### config.mk
export PLATFORM = sky130hd
export DESIGN_NAME = miriscv_mdu_iter
export DESIGN_NICKNAME = d
export VERILOG_FILES = /design/src/rtl/miriscv_mdu_iter.sv
export SDC_FILE = /design/constraint.sdc
export NUM_CORES = 2
export LEC_CHECK = 0
export CORE_MARGIN = 4
export CORE_UTILIZATION = 50
export CTS_BUF_LIST = sky130_fd_sc_hd__clkbuf_8
export DETAILED_ROUTE_END_ITERATION = 10
export GPL_ROUTABILITY_DRIVEN = 0
export PLACE_DENSITY = 0.68
export SLEW_MARGIN = 20
export SYNTH_ARGS = -nofsm -noshare
export SYNTH_HDL_FRONTEND = slang
export SYNTH_SLANG_ARGS = --single-unit
### constraint.sdc
create_clock -name clk_i -period 21.4 [get_ports clk_i]
set_clock_uncertainty 0.2 [all_clocks]
set_input_delay 3.21 -clock clk_i [delete_from_list [all_inputs] [get_ports clk_i]]
set_output_delay 3.21 -clock clk_i [all_outputs]
set_load 0.1 [all_outputs]
### src/rtl/miriscv_mdu_iter.sv
// Iterative RV M-extension unit: counter-timed multiplier and restoring divider behind one FSM.
// Define MIRISCV_MDU_RESULT_CACHE_EN to add a last-result cache that answers repeated requests with no stall.
module miriscv_mdu_iter #(
    parameter int XLEN       = 32,
    parameter int MUL_STAGES = 2,
    parameter int DIV_BITS   = 1
) (
    input  logic            clk_i,
    input  logic            arstn_i,
    input  logic            mdu_req_i,
    input  logic [XLEN-1:0] mdu_port_a_i,
    input  logic [XLEN-1:0] mdu_port_b_i,
    input  logic [2:0]      mdu_op_i,
    input  logic            mdu_kill_i,
    input  logic            mdu_keep_i,
    output logic [XLEN-1:0] mdu_result_o,
    output logic            mdu_stall_req_o
);
    localparam int               DIV_ITERS = XLEN / DIV_BITS;
    localparam int               CNT_W     = $clog2(DIV_ITERS + 1);
    localparam logic [CNT_W-1:0] MUL_LAST  = CNT_W'(MUL_STAGES - 1);
    localparam logic [CNT_W-1:0] DIV_LAST  = CNT_W'(DIV_ITERS - 1);
    localparam logic [XLEN-1:0]  XMIN      = {1'b1, {(XLEN-1){1'b0}}};
    localparam logic [2:0]       OP_MUL    = 3'd0;
    localparam logic [2:0]       OP_MULHU  = 3'd3;

    typedef enum logic [1:0] {S_IDLE, S_MUL, S_DIV, S_DONE} state_t;

    // High half for MULH*/REM*, low half for MUL/DIV*.
    function automatic logic sel_hi(input logic [2:0] op);
        return op[2] ? op[1] : (op != OP_MUL);
    endfunction

    state_t            r_state, w_next_state;
    logic              w_accept, w_div_special, w_mul_done, w_div_done, w_done;
    logic              w_cache_hit;
    logic [XLEN-1:0]   w_cache_val;
    logic [2:0]        r_op, w_done_op;
    logic [XLEN-1:0]   r_a, r_b, r_quo, r_rem, r_dvsr, r_result;
    logic              r_sign_a, r_sign_b;
    logic              w_in_sign_a, w_in_sign_b;
    logic [CNT_W-1:0]  r_cnt;
    logic [2*XLEN-1:0] w_prod;
    logic [XLEN-1:0]   w_quo_nxt, w_rem_nxt, w_quo_fix, w_rem_fix;
    logic [XLEN-1:0]   w_res_lo, w_res_hi, w_done_val;

    assign w_in_sign_a = mdu_port_a_i[XLEN-1] & (mdu_op_i[2] ? ~mdu_op_i[0] : (mdu_op_i != OP_MULHU));
    assign w_in_sign_b = mdu_port_b_i[XLEN-1] & (mdu_op_i[2] ? ~mdu_op_i[0] : ~mdu_op_i[1]);

    assign w_div_special = mdu_op_i[2] & ((mdu_port_b_i == '0) |
                           (~mdu_op_i[0] & (mdu_port_a_i == XMIN) & (mdu_port_b_i == '1)));

    // Sign-extending to 2*XLEN makes the modular product correct for every signedness mix.
    assign w_prod = {{XLEN{r_sign_a}}, r_a} * {{XLEN{r_sign_b}}, r_b};

    always_comb begin
        logic [XLEN:0] trial;
        // NOTE: every output gets a default first so no path can infer a latch.
        w_quo_nxt = r_quo;
        w_rem_nxt = r_rem;
        trial     = '0;
        for (int k = 0; k < DIV_BITS; k++) begin
            trial = {w_rem_nxt, w_quo_nxt[XLEN-1]} - {1'b0, r_dvsr};
            if (trial[XLEN]) w_rem_nxt = {w_rem_nxt[XLEN-2:0], w_quo_nxt[XLEN-1]};
            else             w_rem_nxt = trial[XLEN-1:0];
            w_quo_nxt = {w_quo_nxt[XLEN-2:0], ~trial[XLEN]};
        end
    end

    assign w_quo_fix = (r_sign_a ^ r_sign_b) ? -w_quo_nxt : w_quo_nxt;
    assign w_rem_fix = r_sign_a ? -w_rem_nxt : w_rem_nxt;

    always_comb begin
        w_next_state    = r_state;
        w_accept        = 1'b0;
        w_mul_done      = 1'b0;
        w_div_done      = 1'b0;
        mdu_stall_req_o = mdu_req_i & ~mdu_kill_i & (r_state != S_DONE) & ~w_cache_hit;
        case (r_state)
            S_IDLE: begin
                if (mdu_req_i && !mdu_kill_i && !w_cache_hit) begin
                    w_accept = 1'b1;
                    if (!mdu_op_i[2])       w_next_state = S_MUL;
                    else if (w_div_special) w_next_state = S_DONE;
                    else                    w_next_state = S_DIV;
                end
            end
            S_MUL: begin
                if (r_cnt == MUL_LAST) begin
                    w_mul_done   = ~mdu_kill_i;
                    w_next_state = S_DONE;
                end
            end
            S_DIV: begin
                if (r_cnt == DIV_LAST) begin
                    w_div_done   = ~mdu_kill_i;
                    w_next_state = S_DONE;
                end
            end
            S_DONE: begin
                if (!mdu_keep_i) w_next_state = S_IDLE;
            end
            default: w_next_state = S_IDLE;
        endcase
        if (mdu_kill_i) w_next_state = S_IDLE;
    end

    assign w_done = (w_accept & w_div_special) | w_mul_done | w_div_done;

    // Both halves of whatever finishes this cycle: product, quotient/remainder or a special case.
    always_comb begin
        w_res_lo  = w_prod[XLEN-1:0];
        w_res_hi  = w_prod[2*XLEN-1:XLEN];
        w_done_op = r_op;
        if (w_accept) begin
            w_done_op = mdu_op_i;
            w_res_lo  = (mdu_port_b_i == '0) ? '1 : XMIN;
            w_res_hi  = (mdu_port_b_i == '0) ? mdu_port_a_i : '0;
        end else if (r_state == S_DIV) begin
            w_res_lo = w_quo_fix;
            w_res_hi = w_rem_fix;
        end
    end

    assign w_done_val = sel_hi(w_done_op) ? w_res_hi : w_res_lo;

    always_ff @(posedge clk_i or negedge arstn_i) begin
        if (!arstn_i) r_state <= S_IDLE;
        else          r_state <= w_next_state;
    end

    always_ff @(posedge clk_i or negedge arstn_i) begin
        if (!arstn_i) begin
            r_op     <= '0;
            r_a      <= '0;
            r_b      <= '0;
            r_sign_a <= 1'b0;
            r_sign_b <= 1'b0;
            r_quo    <= '0;
            r_rem    <= '0;
            r_dvsr   <= '0;
            r_cnt    <= '0;
            r_result <= '0;
        end else begin
            // NOTE: non-blocking assignments so every register samples pre-edge values.
            if (w_accept) begin
                r_op     <= mdu_op_i;
                r_a      <= mdu_port_a_i;
                r_b      <= mdu_port_b_i;
                r_sign_a <= w_in_sign_a;
                r_sign_b <= w_in_sign_b;
                r_quo    <= w_in_sign_a ? -mdu_port_a_i : mdu_port_a_i;
                r_dvsr   <= w_in_sign_b ? -mdu_port_b_i : mdu_port_b_i;
                r_rem    <= '0;
                r_cnt    <= '0;
            end else if (r_state == S_DIV) begin
                r_quo <= w_quo_nxt;
                r_rem <= w_rem_nxt;
                r_cnt <= r_cnt + CNT_W'(1);
            end else if (r_state == S_MUL) begin
                r_cnt <= r_cnt + CNT_W'(1);
            end
            if (w_done)           r_result <= w_done_val;
            else if (w_cache_hit) r_result <= w_cache_val;
        end
    end

`ifdef MIRISCV_MDU_RESULT_CACHE_EN
    function automatic logic [2:0] op_family(input logic [2:0] op);
        if (op[2]) return {2'b10, op[0]};
        return op[1] ? op : 3'd0;
    endfunction

    logic            r_c_valid;
    logic [XLEN-1:0] r_c_a, r_c_b, r_c_lo, r_c_hi;
    logic [2:0]      r_c_fam;

    assign w_cache_hit = (r_state == S_IDLE) & mdu_req_i & ~mdu_kill_i & r_c_valid &
                         (mdu_port_a_i == r_c_a) & (mdu_port_b_i == r_c_b) &
                         (op_family(mdu_op_i) == r_c_fam);
    assign w_cache_val = sel_hi(mdu_op_i) ? r_c_hi : r_c_lo;

    always_ff @(posedge clk_i or negedge arstn_i) begin
        if (!arstn_i) begin
            r_c_valid <= 1'b0;
            r_c_a     <= '0;
            r_c_b     <= '0;
            r_c_lo    <= '0;
            r_c_hi    <= '0;
            r_c_fam   <= '0;
        end else if (w_done) begin
            r_c_valid <= 1'b1;
            r_c_a     <= w_accept ? mdu_port_a_i : r_a;
            r_c_b     <= w_accept ? mdu_port_b_i : r_b;
            r_c_fam   <= op_family(w_done_op);
            r_c_lo    <= w_res_lo;
            r_c_hi    <= w_res_hi;
        end else if (mdu_kill_i || w_accept) begin
            r_c_valid <= 1'b0;
        end
    end

    assign mdu_result_o = w_cache_hit ? w_cache_val : r_result;
`else
    assign w_cache_hit  = 1'b0;
    assign w_cache_val  = '0;
    assign mdu_result_o = r_result;
`endif

endmodule

==> flow_summary.json <==
{
  "outcome": "complete, no violations",
  "wirelength_um": 154000,
  "grt_max_degree": 177,
  "fp.dieH_um": 334,
  "vias": 42000,
  "crit_type": "reg2reg",
  "hold_ws_ps": 279,
  "cts.reportedPaths.clkPinSlew_ps": 80,
  "antenna_left": 0,
  "clk_latency_ps": 600,
  "dieArea_mm2": 0.112,
  "nNetsFinal": 7387,
  "hold_class": "reg2reg",
  "cp_max_fo": 18,
  "h-tree-depth": 2,
  "grt.total_usage_pct": 28.2,
  "yosysWarnings": 0,
  "endpoint_kind": "flip-flop",
  "wl_per_cell_um": 21.0,
  "cts_made_buffers": 41,
  "holdBufCountCts": 0,
  "rsz0062_at_grt": "no",
  "crit_required_ps": 21670,
  "nFillCells": 9705,
  "worstHoldStart": "r_b[13]",
  "start_util_pct": 50.5,
  "synth-xor-area-share_pct": 3.34,
  "core-area_mm2": 0.106,
  "fin_crit_sh_pct": 44.6,
  "drive_gt1_share_pct": 3.71,
  "clock_path_buffers": 3,
  "timing.final.crit_period_ps": 9550,
  "ys_top_cells_by_area": "fa_1 42%, dfrtp_1 9.6%, inv_1 8.2%",
  "async_reset_ff_share_pct": 100,
  "ys_seq_area_share_pct": 9.58,
  "yosys.area_share.adder_pct": 48.3,
  "ioPinCount": 105,
  "slew_violations": 0,
  "tightestPinTransition_ps": 1050,
  "synth_area_mm2": 0.0533,
  "cts_resized": 0,
  "vias_per_cell": 5.72,
  "synth-seq-cells": 204,
  "ys_types": 101,
  "syn_inst": 6046,
  "synth_common_cells": "1169 x inv_1, 1126 x fa_1, 922 x nand2_1",
  "reg2reg_slack_ps": 11850,
  "drtPass1Iterations": 6,
  "slew_headroom_pct": 30.1,
  "rr_worst_depth": 25,
  "io_buffer_count": 104,
  "cts_setup_buffers": 0,
  "critical_path.startpoint_type": "flip-flop",
  "whs_endpoint": "r_b[13]",
  "drv_cap": 0,
  "drc": 0,
  "root_buffer": "clkbuf_8",
  "synth.most_common_cell": "inv_1",
  "grt_pass1_wl_um": 249000,
  "finalHoldViolCount": 0,
  "yosysTopAreaCellShare_pct": 42.3,
  "setup_tns_ps": 0,
  "setup_viol": 0,
  "fp.dieW_um": 334,
  "yosys.area_share.simple_pct": 17.9,
  "ys.flop_type": "dfrtp_1",
  "overflow": 0,
  "synth_compound_area_share_pct": 9.09,
  "placementRows": 119,
  "synth.mux.area_fraction_pct": 1.05,
  "r2r-start": "r_b[7]",
  "hold_path_depth": 2,
  "area_growth_pct": 5.63,
  "syn-mean-instance-area_um2": 8.81,
  "cts_tree": "yes",
  "reg2reg_to": "mdu_result_o[24]",
  "syn_nets": 7499,
  "grt_pass1_vias": 44500,
  "cp.arrival_ps": 9820,
  "place_hpwl_um": 122000,
  "synth_edf_count": 0,
  "drt_iter0_drc": 3226,
  "cts_sinks": 204,
  "fmax_mhz": 105,
  "antenna_found_initial": 3,
  "synth_top_family_by_area": "adder cells",
  "synth_area_leader_cell": "fa_1"
}
[how the worst max path moves through the flow]
stage / start / end / slack (ps) / depth (start not counted)
after floorplan: mdu_kill_i / mdu_stall_req_o / 12510 / 2
after CTS: r_b[1] / mdu_result_o[31] / 11980 / 22
final: r_b[7] / mdu_result_o[24] / 11850 / 25
after detailed placement: r_b[1] / mdu_result_o[31] / 12020 / 22
after global placement: r_b[15] / mdu_result_o[24] / 12070 / 29
after global routing: r_b[7] / mdu_result_o[24] / 11400 / 25
[cell type report]
cell class              instances  area, µm²  area share [%]
diodes                          2       5.00         0.00889
flip-flops and latches        204       5110            9.08
clock buffers                  49        674            1.20
clock inverters                21        205           0.365
well taps                    1391       1740            3.09
inverters                    1170       4390            7.80
multi-input cells            4331      42500            75.5
repair buffers                186       1680            2.98
[metal layers]
layer,global-route usage (%),part of all wire (%),up-vias
met5,0,0.015,-
met2,47.0,48,1780
li1,-,-,18300
met4,11.6,5.0,4
met1,37.2,39,21600
met3,4.09,7.7,408
[cells by family after synthesis]
family,count (synthesis)
simple gates,1959
fa+ha+maj,1381
buf+inv,1511
compound gates,734
mux,54
xor+xnor,203
flops,204
[layout by cell type (no fill, tap or decap), drive strengths merged, types with 31 or more instances in the layout]
master and n:
inv 1176, fa 1126, nand2 924, and2 546
ha 255, dfrtp 204, nor2 191, a21oi 187
o21ai 179, xnor2 113, clkdlybuf4s50 103, xor2 90
buf 83, nor3 72, a211oi 54, mux2i 51
clkbuf 49, a21o 40, nand4 37, a31oi 34
nor2b 31, nand3 31
[worst max-delay path, stage by stage (launching register included)]
cell and delay [ps]:
dfrtp_1 850, buf_4 370, and2_1 190, fa_1 450
fa_1 490, fa_1 510, inv_1 50, fa_1 450
fa_1 520, inv_1 60, fa_1 570, fa_1 430
fa_1 490, ha_1 400, a21oi_1 260, o21ai_0 210
a311oi_1 700, a211oi_1 310, o21ai_1 310, a21oi_1 180
a21boi_1 380, nor2_1 80, a311oi_1 380, xnor2_1 120
a221oi_1 380, nor2_1 70
[through the flow]
stage / util (%) / cells / setup WS (ps) / instance area (µm²)
6_report: 53.3 / 7354 / 11850 / 56300
5_1_grt: 53.3 / 7352 / 11400 / 56300
4_1_cts: 53.3 / 7352 / 11980 / 56300
3_5_place_dp: 52.5 / 7282 / 12020 / 55400
3_3_place_gp: 52.5 / 7282 / 12070 / 55400
2_1_floorplan: - / 6046 / 12510 / 53300
[registers in the layout, indices dropped and copies added, names as in the netlist, 3 cells and up]
name / count
r_cnt: 6
r_op: 3
r_quo: 32
r_dvsr: 31
r_b: 32
r_rem: 32
r_a: 32
mdu_result_o: 32
Power is not shown: default switching activity piles up to over one toggle a cycle in this logic, so the estimate is an artifact.
